<file path="src/rtl/hazard_stall_controller_pkg.sv">
// ----------------------------------------------------------------------------
// arm_pipe_pkg
// Shared LEGv8 pipeline definitions: opcode match constants, the zero
// register index and the sequencing-controller state encoding.
// No ports (package).
// ----------------------------------------------------------------------------
package arm_pipe_pkg;

    // Opcode match values, compared against the upper instruction bits
    localparam logic [5:0]  OP_B       = 6'b000101;      // [31:26]
    localparam logic [7:0]  OP_CBZ     = 8'hB4;          // [31:24]
    localparam logic [10:0] OP_STUR    = 11'h7C0;        // [31:21]
    localparam logic [10:0] OP_LDUR    = 11'h7C2;        // [31:21]
    localparam logic [2:0]  OP_R_CLASS = 3'b101;         // [27:25]

    localparam logic [4:0]  XZR_IDX    = 5'd31;

    typedef enum logic [0:0] {
        RUN   = 1'b0,
        STALL = 1'b1
    } state_e;

    // Plain-constant view of the state encoding for legacy consumers
    localparam logic [0:0] ST_RUN   = 1'b0;
    localparam logic [0:0] ST_STALL = 1'b1;

endpackage

</file>
<file path="src/rtl/hazard_stall_controller_if.sv">
// ----------------------------------------------------------------------------
// hazard_stall_controller_if
// Bundles the pipeline-side inputs and control outputs of the hazard/stall
// controller.
//   master : pipeline side, drives instruction/load/branch/clear inputs
//   slave  : controller side, drives enables, bubble, flushes and counters
// ----------------------------------------------------------------------------
interface hazard_stall_controller_if #(
    parameter int unsigned CNT_W = 16
);
    logic [31:0]      if_id_instr;
    logic             id_ex_mem_read;
    logic [4:0]       id_ex_rd;
    logic             branch_taken;
    logic             cnt_clr;

    logic             pc_write;
    logic             ifid_write;
    logic             idex_bubble;
    logic             ifid_flush;
    logic             idex_flush;
    logic             exmem_flush;
    logic             stall_active;
    logic [CNT_W-1:0] stall_count;
    logic [CNT_W-1:0] flush_count;

    modport master (
        output if_id_instr, id_ex_mem_read, id_ex_rd, branch_taken, cnt_clr,
        input  pc_write, ifid_write, idex_bubble, ifid_flush, idex_flush,
               exmem_flush, stall_active, stall_count, flush_count
    );

    modport slave (
        input  if_id_instr, id_ex_mem_read, id_ex_rd, branch_taken, cnt_clr,
        output pc_write, ifid_write, idex_bubble, ifid_flush, idex_flush,
               exmem_flush, stall_active, stall_count, flush_count
    );
endinterface

</file>
<file path="src/rtl/hazard_stall_controller_decode.sv">
// ----------------------------------------------------------------------------
// operand_use_decode
// Combinational source-operand decode of a LEGv8 instruction. Also used by
// the forwarding unit.
//   if_id_instr_i : instruction word
//   uses_rn_o/rm_o/rt_o : which register fields are read as sources
//   rn_o/rm_o/rt_o      : the register fields themselves
// ----------------------------------------------------------------------------
module operand_use_decode
    import arm_pipe_pkg::*;
(
    input  logic [31:0] if_id_instr_i,
    output logic        uses_rn_o,
    output logic        uses_rm_o,
    output logic        uses_rt_o,
    output logic [4:0]  rn_o,
    output logic [4:0]  rm_o,
    output logic [4:0]  rt_o
);
    logic is_b;
    logic is_cbz;
    logic is_stur;
    logic unused_imm;

    assign is_b    = (if_id_instr_i[31:26] == OP_B);
    assign is_cbz  = (if_id_instr_i[31:24] == OP_CBZ);
    assign is_stur = (if_id_instr_i[31:21] == OP_STUR);

    assign rn_o = if_id_instr_i[9:5];
    assign rm_o = if_id_instr_i[20:16];
    assign rt_o = if_id_instr_i[4:0];

    // B has no register operands; CBZ tests Rt, not Rn
    assign uses_rn_o = !is_b && !is_cbz;
    assign uses_rm_o = (if_id_instr_i[27:25] == OP_R_CLASS);
    // STUR reads Rt as store data; CBZ reads Rt as the tested register
    assign uses_rt_o = is_stur || is_cbz;

    // Shamt/immediate bits carry no register information
    assign unused_imm = ^if_id_instr_i[15:10];
endmodule

</file>
<file path="src/rtl/hazard_stall_controller.sv">
// ----------------------------------------------------------------------------
// hazard_stall_controller
// Load-use hazard detection and taken-branch flush sequencing for the 5-stage
// LEGv8 pipeline, with saturating stall/flush performance counters.
//   clk : pipeline clock
//   rst : asynchronous active-high reset
//   bus : hazard_stall_controller_if.slave (instruction/load/branch inputs,
//         enable/bubble/flush outputs, counters)
//
// state | meaning
// ------+-------------------------------------------------------------------
// RUN   | no hazard in progress; first bubble of a hazard is issued from here
// STALL | extra bubbles for slow loads; cnt_q counts remaining cycles down
// ----------------------------------------------------------------------------
module hazard_stall_controller
    import arm_pipe_pkg::*;
#(
    parameter int unsigned LOAD_STALL = 1,
    parameter int unsigned CNT_W      = 16
) (
    input  logic                       clk,
    input  logic                       rst,
    hazard_stall_controller_if.slave   bus
);
    logic [0:0]       state_q, state_d;
    logic [3:0]       cnt_q, cnt_d;
    logic [CNT_W-1:0] stall_count_q;
    logic [CNT_W-1:0] flush_count_q;

    logic             uses_rn, uses_rm, uses_rt;
    logic [4:0]       rn, rm, rt;
    logic             hz;

    logic             pc_write, ifid_write, idex_bubble, stall_active;
    logic             flush;

    operand_use_decode u_decode (
        .if_id_instr_i (bus.if_id_instr),
        .uses_rn_o     (uses_rn),
        .uses_rm_o     (uses_rm),
        .uses_rt_o     (uses_rt),
        .rn_o          (rn),
        .rm_o          (rm),
        .rt_o          (rt)
    );

    assign hz = bus.id_ex_mem_read && (bus.id_ex_rd != XZR_IDX) &&
                ((uses_rn && (rn == bus.id_ex_rd)) ||
                 (uses_rm && (rm == bus.id_ex_rd)) ||
                 (uses_rt && (rt == bus.id_ex_rd)));

    // Reset is async, so outputs are gated by rst directly rather than
    // waiting for the state register to settle.
    assign flush = bus.branch_taken && !rst;

    always_comb begin
        state_d      = state_q;
        cnt_d        = cnt_q;
        pc_write     = 1'b1;
        ifid_write   = 1'b1;
        idex_bubble  = 1'b0;
        stall_active = 1'b0;

        if (!rst) begin
            case (state_q)
                ST_RUN: begin
                    if (!bus.branch_taken && hz) begin
                        pc_write     = 1'b0;
                        ifid_write   = 1'b0;
                        idex_bubble  = 1'b1;
                        stall_active = 1'b1;
                        if (LOAD_STALL > 1) begin
                            state_d = ST_STALL;
                            cnt_d   = 4'(LOAD_STALL - 1);
                        end
                    end
                end
                ST_STALL: begin
                    if (bus.branch_taken) begin
                        // Abort: keep PC/IF-ID enabled so the redirect
                        // target is fetched; idex_flush does the squash.
                        state_d = ST_RUN;
                        cnt_d   = 4'd0;
                    end else begin
                        pc_write     = 1'b0;
                        ifid_write   = 1'b0;
                        idex_bubble  = 1'b1;
                        stall_active = 1'b1;
                        if (cnt_q == 4'd1) begin
                            state_d = ST_RUN;
                            cnt_d   = 4'd0;
                        end else begin
                            cnt_d = cnt_q - 4'd1;
                        end
                    end
                end
                default: begin
                    state_d = ST_RUN;
                    cnt_d   = 4'd0;
                end
            endcase
        end
    end

    always_ff @(posedge clk or posedge rst) begin
        if (rst) begin
            state_q <= ST_RUN;
            cnt_q   <= 4'd0;
        end else begin
            state_q <= state_d;
            cnt_q   <= cnt_d;
        end
    end

    always_ff @(posedge clk or posedge rst) begin
        if (rst) begin
            stall_count_q <= '0;
            flush_count_q <= '0;
        end else if (bus.cnt_clr) begin
            stall_count_q <= '0;
            flush_count_q <= '0;
        end else begin
            if (stall_active && (stall_count_q != '1))
                stall_count_q <= stall_count_q + 1'b1;
            if (bus.branch_taken && (flush_count_q != '1))
                flush_count_q <= flush_count_q + 1'b1;
        end
    end

    assign bus.pc_write     = pc_write;
    assign bus.ifid_write   = ifid_write;
    assign bus.idex_bubble  = idex_bubble;
    assign bus.stall_active = stall_active;
    assign bus.ifid_flush   = flush;
    assign bus.idex_flush   = flush;
    assign bus.exmem_flush  = flush;
    assign bus.stall_count  = stall_count_q;
    assign bus.flush_count  = flush_count_q;
endmodule

</file>
<file path="src/flat_wrapper.sv">
// flat-port wrapper written by rule: the top's interface ports become plain ports
module hazard_stall_controller_flat import arm_pipe_pkg::*;
#(
    parameter int unsigned LOAD_STALL = 1,
    parameter int unsigned CNT_W      = 16
)
  (clk, rst, bus_if_id_instr, bus_id_ex_mem_read, bus_id_ex_rd, bus_branch_taken, bus_cnt_clr, bus_pc_write, bus_ifid_write, bus_idex_bubble, bus_ifid_flush, bus_idex_flush, bus_exmem_flush, bus_stall_active, bus_stall_count, bus_flush_count);
  hazard_stall_controller_if #(.CNT_W(CNT_W)) bus_i ();
  input  logic clk;
  input  logic rst;
  input wire logic [$bits(bus_i.if_id_instr)-1:0] bus_if_id_instr;
  input wire logic [$bits(bus_i.id_ex_mem_read)-1:0] bus_id_ex_mem_read;
  input wire logic [$bits(bus_i.id_ex_rd)-1:0] bus_id_ex_rd;
  input wire logic [$bits(bus_i.branch_taken)-1:0] bus_branch_taken;
  input wire logic [$bits(bus_i.cnt_clr)-1:0] bus_cnt_clr;
  output wire logic [$bits(bus_i.pc_write)-1:0] bus_pc_write;
  output wire logic [$bits(bus_i.ifid_write)-1:0] bus_ifid_write;
  output wire logic [$bits(bus_i.idex_bubble)-1:0] bus_idex_bubble;
  output wire logic [$bits(bus_i.ifid_flush)-1:0] bus_ifid_flush;
  output wire logic [$bits(bus_i.idex_flush)-1:0] bus_idex_flush;
  output wire logic [$bits(bus_i.exmem_flush)-1:0] bus_exmem_flush;
  output wire logic [$bits(bus_i.stall_active)-1:0] bus_stall_active;
  output wire logic [$bits(bus_i.stall_count)-1:0] bus_stall_count;
  output wire logic [$bits(bus_i.flush_count)-1:0] bus_flush_count;
  assign bus_i.if_id_instr = bus_if_id_instr;
  assign bus_i.id_ex_mem_read = bus_id_ex_mem_read;
  assign bus_i.id_ex_rd = bus_id_ex_rd;
  assign bus_i.branch_taken = bus_branch_taken;
  assign bus_i.cnt_clr = bus_cnt_clr;
  assign bus_pc_write = bus_i.pc_write;
  assign bus_ifid_write = bus_i.ifid_write;
  assign bus_idex_bubble = bus_i.idex_bubble;
  assign bus_ifid_flush = bus_i.ifid_flush;
  assign bus_idex_flush = bus_i.idex_flush;
  assign bus_exmem_flush = bus_i.exmem_flush;
  assign bus_stall_active = bus_i.stall_active;
  assign bus_stall_count = bus_i.stall_count;
  assign bus_flush_count = bus_i.flush_count;
  hazard_stall_controller #(.LOAD_STALL(LOAD_STALL), .CNT_W(CNT_W)) u_core (.clk(clk), .rst(rst), .bus(bus_i));
endmodule
</file>
<file path="config.mk">
export PLATFORM = sky130hd
export DESIGN_NAME = hazard_stall_controller_flat
export DESIGN_NICKNAME = d
export VERILOG_FILES = /design/src/rtl/hazard_stall_controller_pkg.sv /design/src/rtl/hazard_stall_controller_if.sv /design/src/rtl/hazard_stall_controller_decode.sv /design/src/rtl/hazard_stall_controller.sv /design/src/flat_wrapper.sv
export SDC_FILE = /design/constraint.sdc
export NUM_CORES = 1
export LEC_CHECK = 0
export CORE_MARGIN = 3
export CORE_UTILIZATION = 40
export CTS_CLUSTER_SIZE = 10
export DETAILED_ROUTE_END_ITERATION = 16
export HOLD_SLACK_MARGIN = 0.1
export PLACE_DENSITY = 0.75
export SLEW_MARGIN = 10
export SYNTH_ARGS = -nofsm -noshare
export SYNTH_HDL_FRONTEND = slang
export SYNTH_SLANG_ARGS = --single-unit
</file>
<file path="constraint.sdc">
create_clock -name clk -period 2.4 [get_ports clk]
set_input_delay 0.24 -clock clk [delete_from_list [all_inputs] [get_ports clk]]
set_output_delay 0.24 -clock clk [all_outputs]
set_load 0.03 [all_outputs]
</file>
=== After elaboration in Yosys (flattened, before gate mapping) ===
Cells that the tools add are included.

* Add/sub/neg operators: 3
* Multipliers: 0
* Divide/modulo/power cells: 0
* $lt $le $gt $ge: 0
* Equal/unequal tests: 11
* Shift-type cells: 0
* Multiplexer cells: 17
* Bitwise logic cells: 2
* Reductions and logical operators: 20

{| class="wikitable"
|+ Operators with widths
! cell !! number
|-
| $mux W16 || 4
|-
| $add A16 B1 Y16 const B || 2
|-
| $ne A16 B16 Y1 const B || 2
|-
| $eq A5 B5 Y1 || 3
|-
| $eq A11 B11 Y1 const B || 1
|-
| $logic_and A1 B1 Y1 || 10
|-
| $mux W1 || 9
|-
| $eq A8 B8 Y1 const B || 1
|-
| $mux W4 || 2
|-
| $eq A6 B3 Y1 const B || 1
|-
| $ne A5 B5 Y1 const B || 1
|-
| $eq A4 B1 Y1 const B || 1
|-
| $logic_not A1 Y1 || 4
|-
| $pmux W1 S2 || 2
|-
| $reduce_bool A2 Y1 || 2
|-
| $sub A4 B1 Y4 const B || 1
|-
| $eq A3 B3 Y1 const B || 1
|-
| $logic_or A1 B1 Y1 || 3
|-
| $not A1 Y1 || 2
|-
| $reduce_and A2 Y1 || 1
|}

* Bits in registers: 37
* Latch bits: 0
* Bits in writable memories: 0
* ROM bits: 0
* Bits of input ports: 42
* Output and inout port bits: 39
* Memories kept: 0

=== Longest topological paths before layout ===
Gate-level depths: netlist of the first run.

* Word-level depth: 14
* Mapped depth: 8

=== By module ===
A second synthesis of the first run with hierarchy kept.

* Cells, all modules: 268
* Area, all modules: 2369.8 µm²

{| class="wikitable"
|+ By module, submodules not included
! module !! times used !! cells an instance !! area an instance (µm²) !! sequential area each (µm²)
|-
| hazard_stall_controller || 1 || 243 || 2182.1 || 925.9
|-
| operand_use_decode || 1 || 25 || 187.7 || 0.0
|}

=== Least setup slack after synthesis of the first run ===
No wires, ideal clock.

* Path kind: register to register
* From: reg u_core.stall_count_q[0] (netlist: u_core.bus.stall_count[0])
* To: reg u_core.stall_count_q[13] (netlist: u_core.bus.stall_count[13])
* Library setup time: 125 ps
* Arrival: 2161 ps
* Setup slack: 114 ps
* Stages on the path, launching flop included: 9
* Path through: dfrtp_1 > ha_1 > nand4_1 > nor4_2 > nor3_1 > a21oi_1 > nand2_1 > nand3_1 > mux2_2

* Cells in the longest elaborated chain, start to end: 3
* Elaborated cells between the ends (all ways): 6

{| class="wikitable"
|+ RTL lines
! item !! RTL line !! text
|-
| start, declared || hazard_stall_controller.sv:27 || <nowiki>logic [CNT_W-1:0] stall_count_q;</nowiki>
|-
| start signal, assigned || hazard_stall_controller.sv:124 || <nowiki>stall_count_q <= stall_count_q + 1'b1;</nowiki>
|-
| $add A16 B1 Y16 / $ne A16 B16 Y1 (equally long branches) || hazard_stall_controller.sv:124, hazard_stall_controller.sv:123 ||
|-
| $mux W16 / $logic_and A1 B1 Y1 (equally long branches) || hazard_stall_controller.sv:123 || <nowiki>if (stall_active && (stall_count_q != '1))</nowiki>
|-
| $mux W16 / $reduce_bool A2 Y1 (equally long branches) || - ||
|}

Several ways; a longest one is shown, not always the timed one. The select of a mux whose other input is x is not followed.
A chain may end at the register's enable or synchronous reset.

=== Worst setup path in the final report of the first run ===
Ends and elaborated chain as after synthesis.

==> run_results.csv, run 1 <==
group,metric,value,unit
sta,finalHoldWorstSlack,513,ps
worst_setup_path,critPathLaunchType,"register",
floorplan,io_pins,81,
logic_synthesis,synthDistinctLibCells,42,
floorplan,start_util,0.431,
logic_synthesis,yosysTopAreaCellShare,0.403,
sta,rsz0062_at_grt,"false",
final_layout,final_nets,383,
worst_setup_path,critPathMaxStageDelay,420,ps
drt,routed_wirelength,5670,µm
floorplan,fp.dieH,81.8,µm
placed_design,port_buffers,74,
job,drv_cap,0,
logic_synthesis,ys_seq_area_frac,0.403,
worst_setup_path,cp_top_family,"simple AND/OR/NAND/NOR gates",
worst_setup_path,critPathKind,"register to register",
sta,slew_violations,0,
final_layout,drive_above_1_share,0.121,
final_layout,syn2layout_area_growth,43.5,%
logic_synthesis,netlist_top_cells_area,"dfrtp_1, xnor2_1, xor2_1",
floorplan,rows,26,
outcome,outcome,"finished clean",
worst_setup_path,worst-path-buf-inv,0,
drt,drc,0,
clocking,cts_sinks,37,
sta,setup_slack,169,ps
drt,viasPerCell,5.14,
logic_synthesis,netlist_area,0.00230,mm²
worst_setup_path,reg2reg_from,"u_core.bus.stall_count[0]",
worst_setup_path,critPathMaxFanout,6,
min_path,hold_class,"register to register",
logic_synthesis,syn-num-nets,299,
logic_synthesis,syn_area_per_cell,9.08,µm²
final_layout,fill_cells,465,
clocking,postCtsHoldBufs,0,
placed_design,dp_slack,-162,ps
drt,route.vias.total,2099,
logic_synthesis,synthCells,253,
placed_design,gp_congestion,0.856,
clocking,cts_setup_buffers,0,
clocking,root_buffer,"clkbuf_8",
floorplan,dieArea,0.00669,mm²
logic_synthesis,yosysWarningCount,0,
worst_setup_path,cp-startpoint,"u_core.bus.stall_count[0]",
worst_setup_path,worstPathArrival,2410,ps
sta,clock.fmax,0.448,GHz
clocking,cts_buffers,5,
sta,timing_hold_violations_final,0,
sta,maxSlewHeadroom,0.652,
power,power_density,416,mW/mm²
global_route,grt_usage,0.182,
worst_setup_path,worstSetupEndpointType,"register",
min_path,holdCritStartpoint,"u_core.cnt_q[1]",
clocking,cts_tree,"yes",
floorplan,die_width,81.8,µm
global_route,grt_pass1_wl,9520,µm
sta,fin_crit_sh,0.929,
placed_design,place_inst,400,
clocking,htreeDepth,2,
global_route,antenna_found_initial,0,
final_layout,instances_no_fill,408,
clocking,clock_latency,290,ps
placed_design,dp_hpwl,4410,µm
worst_setup_path,cp_slowest_cell,"dfrtp_1",
global_route,grt-ovfl-total,0,
clocking,cts_max_path_buffers,2,
drt,avgRoutedWirePerCell,13.9,µm
drt,drt_iter0_drc,107,
sta,finalSetupViolations,0,
drt,antenna_left,0,
sta,fin_crit,2230,ps
power,ir_drop,0.284,mV
worst_setup_path,crit_path_cell_trace,"ha_1 -> nand4_1 -> nor4_4 -> nor3_1 -> o21ai_1 -> nand2_1 -> nand3_1 -> mux2_2",
drt,first_pass_iters,4,
global_route,grt_max_degree,38,
clocking,cts_resized,0,
global_route,grt_pass1_vias,2073,
logic_synthesis,synth_top_area_cell,"dfrtp_1",
logic_synthesis,synth-seq-cells,37,
final_layout,diodes,0,
floorplan,core_region_area,0.00534,mm²
worst_setup_path,cp.required,2580,ps
sta,finClkSkew,3.49,ps
sta,worst_pin_slew,520,ps
power,leakage,1.37,nW
clocking,clkTransAtPathRegs,70,ps
[path summary, 6_finish.rpt]
kind / end / slack [ps] / depth (start not counted)
max: u_core.bus.stall_count[13] / 170 / 8
min: u_core.cnt_q[1] / 510 / 2
max reg2reg: u_core.bus.stall_count[13] / 170 / 8
min reg2reg: u_core.cnt_q[1] / 510 / 2
max in group asynchronous: u_core.bus.stall_count[10] / 1500 / 4
min in group asynchronous: u_core.cnt_q[0] / 550 / 4
[state kept, by name (all words and copies together) (netlist names)]
| name | cells |
|---|---|
| u_core.state_q | 1 |
| u_core.bus.flush_count | 16 |
| u_core.cnt_q | 4 |
| u_core.bus.stall_count | 16 |
[routing by layer]
| layer | global-route usage | wire [µm] |
|---|---|---|
| met1 | 0.239 | 2540 |
| met2 | 0.303 | 2830 |
| met3 | 0.0395 | 226 |
| met4 | 0.0498 | 65 |
| met5 | 0 | 0 |
[synthesized netlist by cell type, drive strengths merged]
master and count:
a21boi 1, a21oi 9, a31oi 2, a41oi 1, and2 3, and3 6, and4 3, and4bb 1
buf 5, clkbuf 6, dfrtp 37, ha 4, inv 5, mux2 5, mux2i 2, nand2 19
nand2b 3, nand3 18, nand4 9, nor2 38, nor2b 7, nor3 8, nor3b 2, nor4 2
nor4b 1, o211ai 4, o21ai 6, o31ai 3, or2 1, or3 1, or4 3, xnor2 21
xor2 17
[metrics by stage]
stage	util	TNS, ps	instance area (µm²)	total power [mW]
floorplan	-	0	2300	0.723
global placement	0.593	-194	3160	0.821
detailed placement	0.593	-490	3160	0.822
CTS	0.616	0	3280	1.39
global route	0.618	0	3300	1.43
finish	0.618	0	3300	1.37
[placed cells by master (no fill, tap or decap), drive strengths merged]
cell           count
xnor2             21
nand2             19
ha                 4
and4               3
dfrtp             37
and3               6
clkinvlp           1
clkbuf             6
and4bb             1
nand3             18
nand2b             3
clkdlybuf4s50     70
nor4b              1
or4                3
nor3               8
buf               18
xor2              17
inv                5
a31oi              2
a41oi              1
nor2b              7
bufinv             1
or3                1
nor3b              2
mux2i              2
a21boi             1
o31ai              3
mux2               5
nor4               2
o211ai             4
o21ai              6
nor2              38
and2               3
nand4              9
or2                1
a21oi              9
[cell families after synthesis]
logic type | count (synthesis) | synth area share
fa+ha+maj | 4 | 0.0218
flops | 37 | 0.403
xor+xnor | 38 | 0.145
mux | 7 | 0.0365
simple gates | 125 | 0.293
buf+inv | 16 | 0.0332
compound gates | 26 | 0.0680
[tightest hold or removal path, delay by kind of cell (launching register included)]
kind             cells  cell delay, ps
flip-flops           1             370
AO/OA/AOI/OAI        1              50
AND/OR/NAND/NOR      1              60
[report_power, final]
group	internal, mW	total, mW	switching (mW)
logic	0.0985	0.179	0.0803
clock network	0.338	0.561	0.224
registers	0.627	0.631	0.00423
total	1.06	1.37	0.308
[area by class of cell]
class	count	area [µm²]	area share
clock buffers	6	82.6	0.0250
clock inverters	2	37.5	0.0114
inverters	5	18.8	0.00569
multi-input cells	200	1310	0.397
flip-flops and latches	37	926	0.281
well taps	70	87.6	0.0266
repair buffers	88	836	0.253
Power figures use the tool's default switching activity.
==> run 2, diff against run 1 <==
--- a/config.mk
+++ b/config.mk
@@ -14,4 +14,5 @@
 export SLEW_MARGIN = 10
 export SYNTH_ARGS = -nofsm -noshare
 export SYNTH_HDL_FRONTEND = slang
+export SYNTH_HIERARCHICAL = 1
 export SYNTH_SLANG_ARGS = --single-unit
==> run_results.csv, run 2 <==
group,metric,value,unit
logic_synthesis,ys.flop_type,"dfrtp_1",
drt,antenna_left,0,
worst_setup_path,ff2ff_path_depth,8,
worst_setup_path,reg2reg_from,"u_core/bus.stall_count[0]",
worst_setup_path,critPathLaunchType,"input port",
clocking,clkTransAtPathRegs,70,ps
logic_synthesis,synth-seq-cells,37,
final_layout,layout_commonest_cell,"clkdlybuf4s50_1",
clocking,cts_buffers,5,
logic_synthesis,synthArstFlopShare,1.00,
drt,route.vias.total,2219,
logic_synthesis,synthDistinctLibCells,42,
worst_setup_path,worstPathArrival,2080,ps
logic_synthesis,ys_seq_area_frac,0.391,
sta,worst_pin_slew,631,ps
logic_synthesis,post-synth-top-count-cell,"dfrtp_1",
power,p_clk_frac,0.371,
final_layout,diodes,0,
power,leakage,1.31,nW
drt,drt_iter0_drc,109,
clocking,cts_tree,"yes",
sta,fin_setup_tns,0,ps
drt,viasPerCell,5.36,
sta,finalHoldWorstSlack,388,ps
logic_synthesis,synth_top_area_cell,"dfrtp_1",
sta,fin_crit,2320,ps
logic_synthesis,netlist_area,0.00237,mm²
power,ir_drop,0.264,mV
power,power_switching,0.316,mW
global_route,antenna_found_initial,0,
drt,first_pass_iters,4,
floorplan,rows,27,
global_route,grt_pass1_vias,2210,
floorplan,dieArea,0.00688,mm²
placed_design,port_buffers,74,
drt,drc,0,
drt,avgRoutedWirePerCell,14.2,µm
clocking,root_buffer,"clkbuf_8",
global_route,grt_pass1_wl,10000,µm
final_layout,final_nets,387,
power,power_frac_comb,0.145,
logic_synthesis,synth_common_cells,"dfrtp_1, nor2_1, nand2_1",
power,p_seq_frac,0.485,
sta,fin_crit_sh,0.967,
min_path,hold_class,"input port to asynchronous set/reset pin",
sta,finalSetupViolations,0,
sta,timing_hold_violations_final,0,
logic_synthesis,yosysWarningCount,6,
floorplan,io_pins,81,
logic_synthesis,synthCells,268,
worst_setup_path,reg2reg_slack,260,ps
placed_design,gp_congestion,0.781,
worst_setup_path,worstSetupEndpointType,"output pin",
global_route,grt_max_degree,27,
clocking,htreeDepth,2,
logic_synthesis,syn_area_per_cell,8.84,µm²
floorplan,fp.dieH,83.0,µm
worst_setup_path,critPathMaxFanout,2,
sta,clock.fmax,0.431,GHz
clocking,cts_setup_buffers,0,
logic_synthesis,synth_edf_count,0,
final_layout,syn2layout_area_growth,39.5,%
sta,slew_violations,0,
outcome,outcome,"finished clean",
final_layout,drive_above_1_share,0.120,
floorplan,die_width,83.0,µm
power,p_int,0.989,mW
placed_design,dp_hpwl,4550,µm
logic_synthesis,syn-num-nets,314,
logic_synthesis,netlist_top_cells_area,"dfrtp_1, xnor2_1, buf_4",
global_route,grt-ovfl-total,0,
job,drv_cap,0,
worst_setup_path,critPathKind,"input port to output pin",
clocking,cts_sinks,37,
final_layout,final_cell_mix,"clkdlybuf4s50_1, dfrtp_1, nor2_1, nand2_1, buf_4",
power,switching_share,0.242,
drt,routed_wirelength,5890,µm
worst_setup_path,cp.required,2160,ps
global_route,grt_usage,0.172,
worst_setup_path,reg2reg_to,"u_core/bus.stall_count[13]",
power,power_density,395,mW/mm²
sta,maxSlewHeadroom,0.576,
floorplan,start_util,0.423,
clocking,cts_max_path_buffers,2,
sta,finClkSkew,5.38,ps
logic_synthesis,yosysTopAreaCellShare,0.391,
floorplan,core_region_area,0.00561,mm²
clocking,clock_latency,290,ps
-- run 2: cell types whose count changed after synthesis, moves of 7 or more --
cell	change
nor2_1	-15
nor2b_1	-7
buf_4	+15
o21ai_0	+8
-- run 2: kinds of logic after synthesis --
group,Yosys count,share of synthesized area
AOI/OAI and AO/OA,49,0.128
muxes,2,0.00845
DFF,37,0.391
xor gates and xnor gates,28,0.103
buffers and inverters,36,0.0913
adders and majority gates,4,0.0211
and+or+nand+nor,112,0.257
-- run 2: what timing repair did --
action / 4_1_cts / 5_1_grt
pin swaps: 0 / 2
cloned: 0 / 0
hold buffers: 0 / 0
setup endpoints to repair: 2 / 5
gates resized for setup: 11 / 14
-- run 2: routing by layer --
layer | up-vias | routed length, µm | global-route usage
li1 | 1098 | - | -
met1 | 1065 | 2540 | 0.208
met2 | 49 | 3030 | 0.307
met3 | 7 | 253 | 0.0397
met4 | 0 | 60 | 0.0446
met5 | - | 0 | 0
-- run 2: worst max-delay path, stage by stage --
cell and delay [ps]:
clkdlybuf4s50_1 470, or3b_4 390, nor3_2 170, nand2_1 80, o22ai_2 130, a31oi_1 60
or2_4 250, and2_4 160, buf_6 130
-- run 2: worst max-delay path by stage --
stage                         from                        end  slack (ps)  cells past startpoint
2_1_floorplan                  rst  u_core/bus.stall_count[7]           8                      7
6_report       bus_if_id_instr[29]             bus_ifid_write          80                      9
3_5_place_dp   bus_if_id_instr[29]             bus_ifid_write        -460                      9
5_1_grt        bus_if_id_instr[26]               bus_pc_write         -20                     10
3_3_place_gp   bus_if_id_instr[29]               bus_pc_write        -450                      9
4_1_cts        bus_if_id_instr[29]             bus_ifid_write           2                      9
-- run 2: area by class of cell --
class                      instances  area [µm²]
fill                             521        2300
multi-input combinational        195        1260
sequential                        37         926
timing repair buffer              92         891
clock buffer                       7        96.3
tap                               72        90.1
inverter                          10        37.5
clock inverter                     1        5.00
-- run 2: through the flow --
| step | instance area (µm²) | cells | util | setup WS, ps | power (mW) |
|---|---|---|---|---|---|
| 2_1_floorplan | 2370 | 268 | - | 8.40 | 0.741 |
| 3_3_place_gp | 3160 | 406 | 0.564 | -452 | 0.827 |
| 3_5_place_dp | 3160 | 406 | 0.564 | -458 | 0.831 |
| 4_1_cts | 3260 | 414 | 0.582 | 1.60 | 1.32 |
| 5_1_grt | 3310 | 414 | 0.589 | -23.7 | 1.36 |
| 6_report | 3310 | 414 | 0.589 | 79.0 | 1.31 |
-- run 2: power by group through the flow --
stage          Clock [mW]  Combinational (mW)  Sequential (mW)
6_report            0.484               0.189            0.633
5_1_grt             0.526               0.205            0.633
4_1_cts             0.501               0.187            0.633
3_5_place_dp            0               0.186            0.645
3_3_place_gp            0               0.182            0.645
2_1_floorplan           0              0.0904            0.650
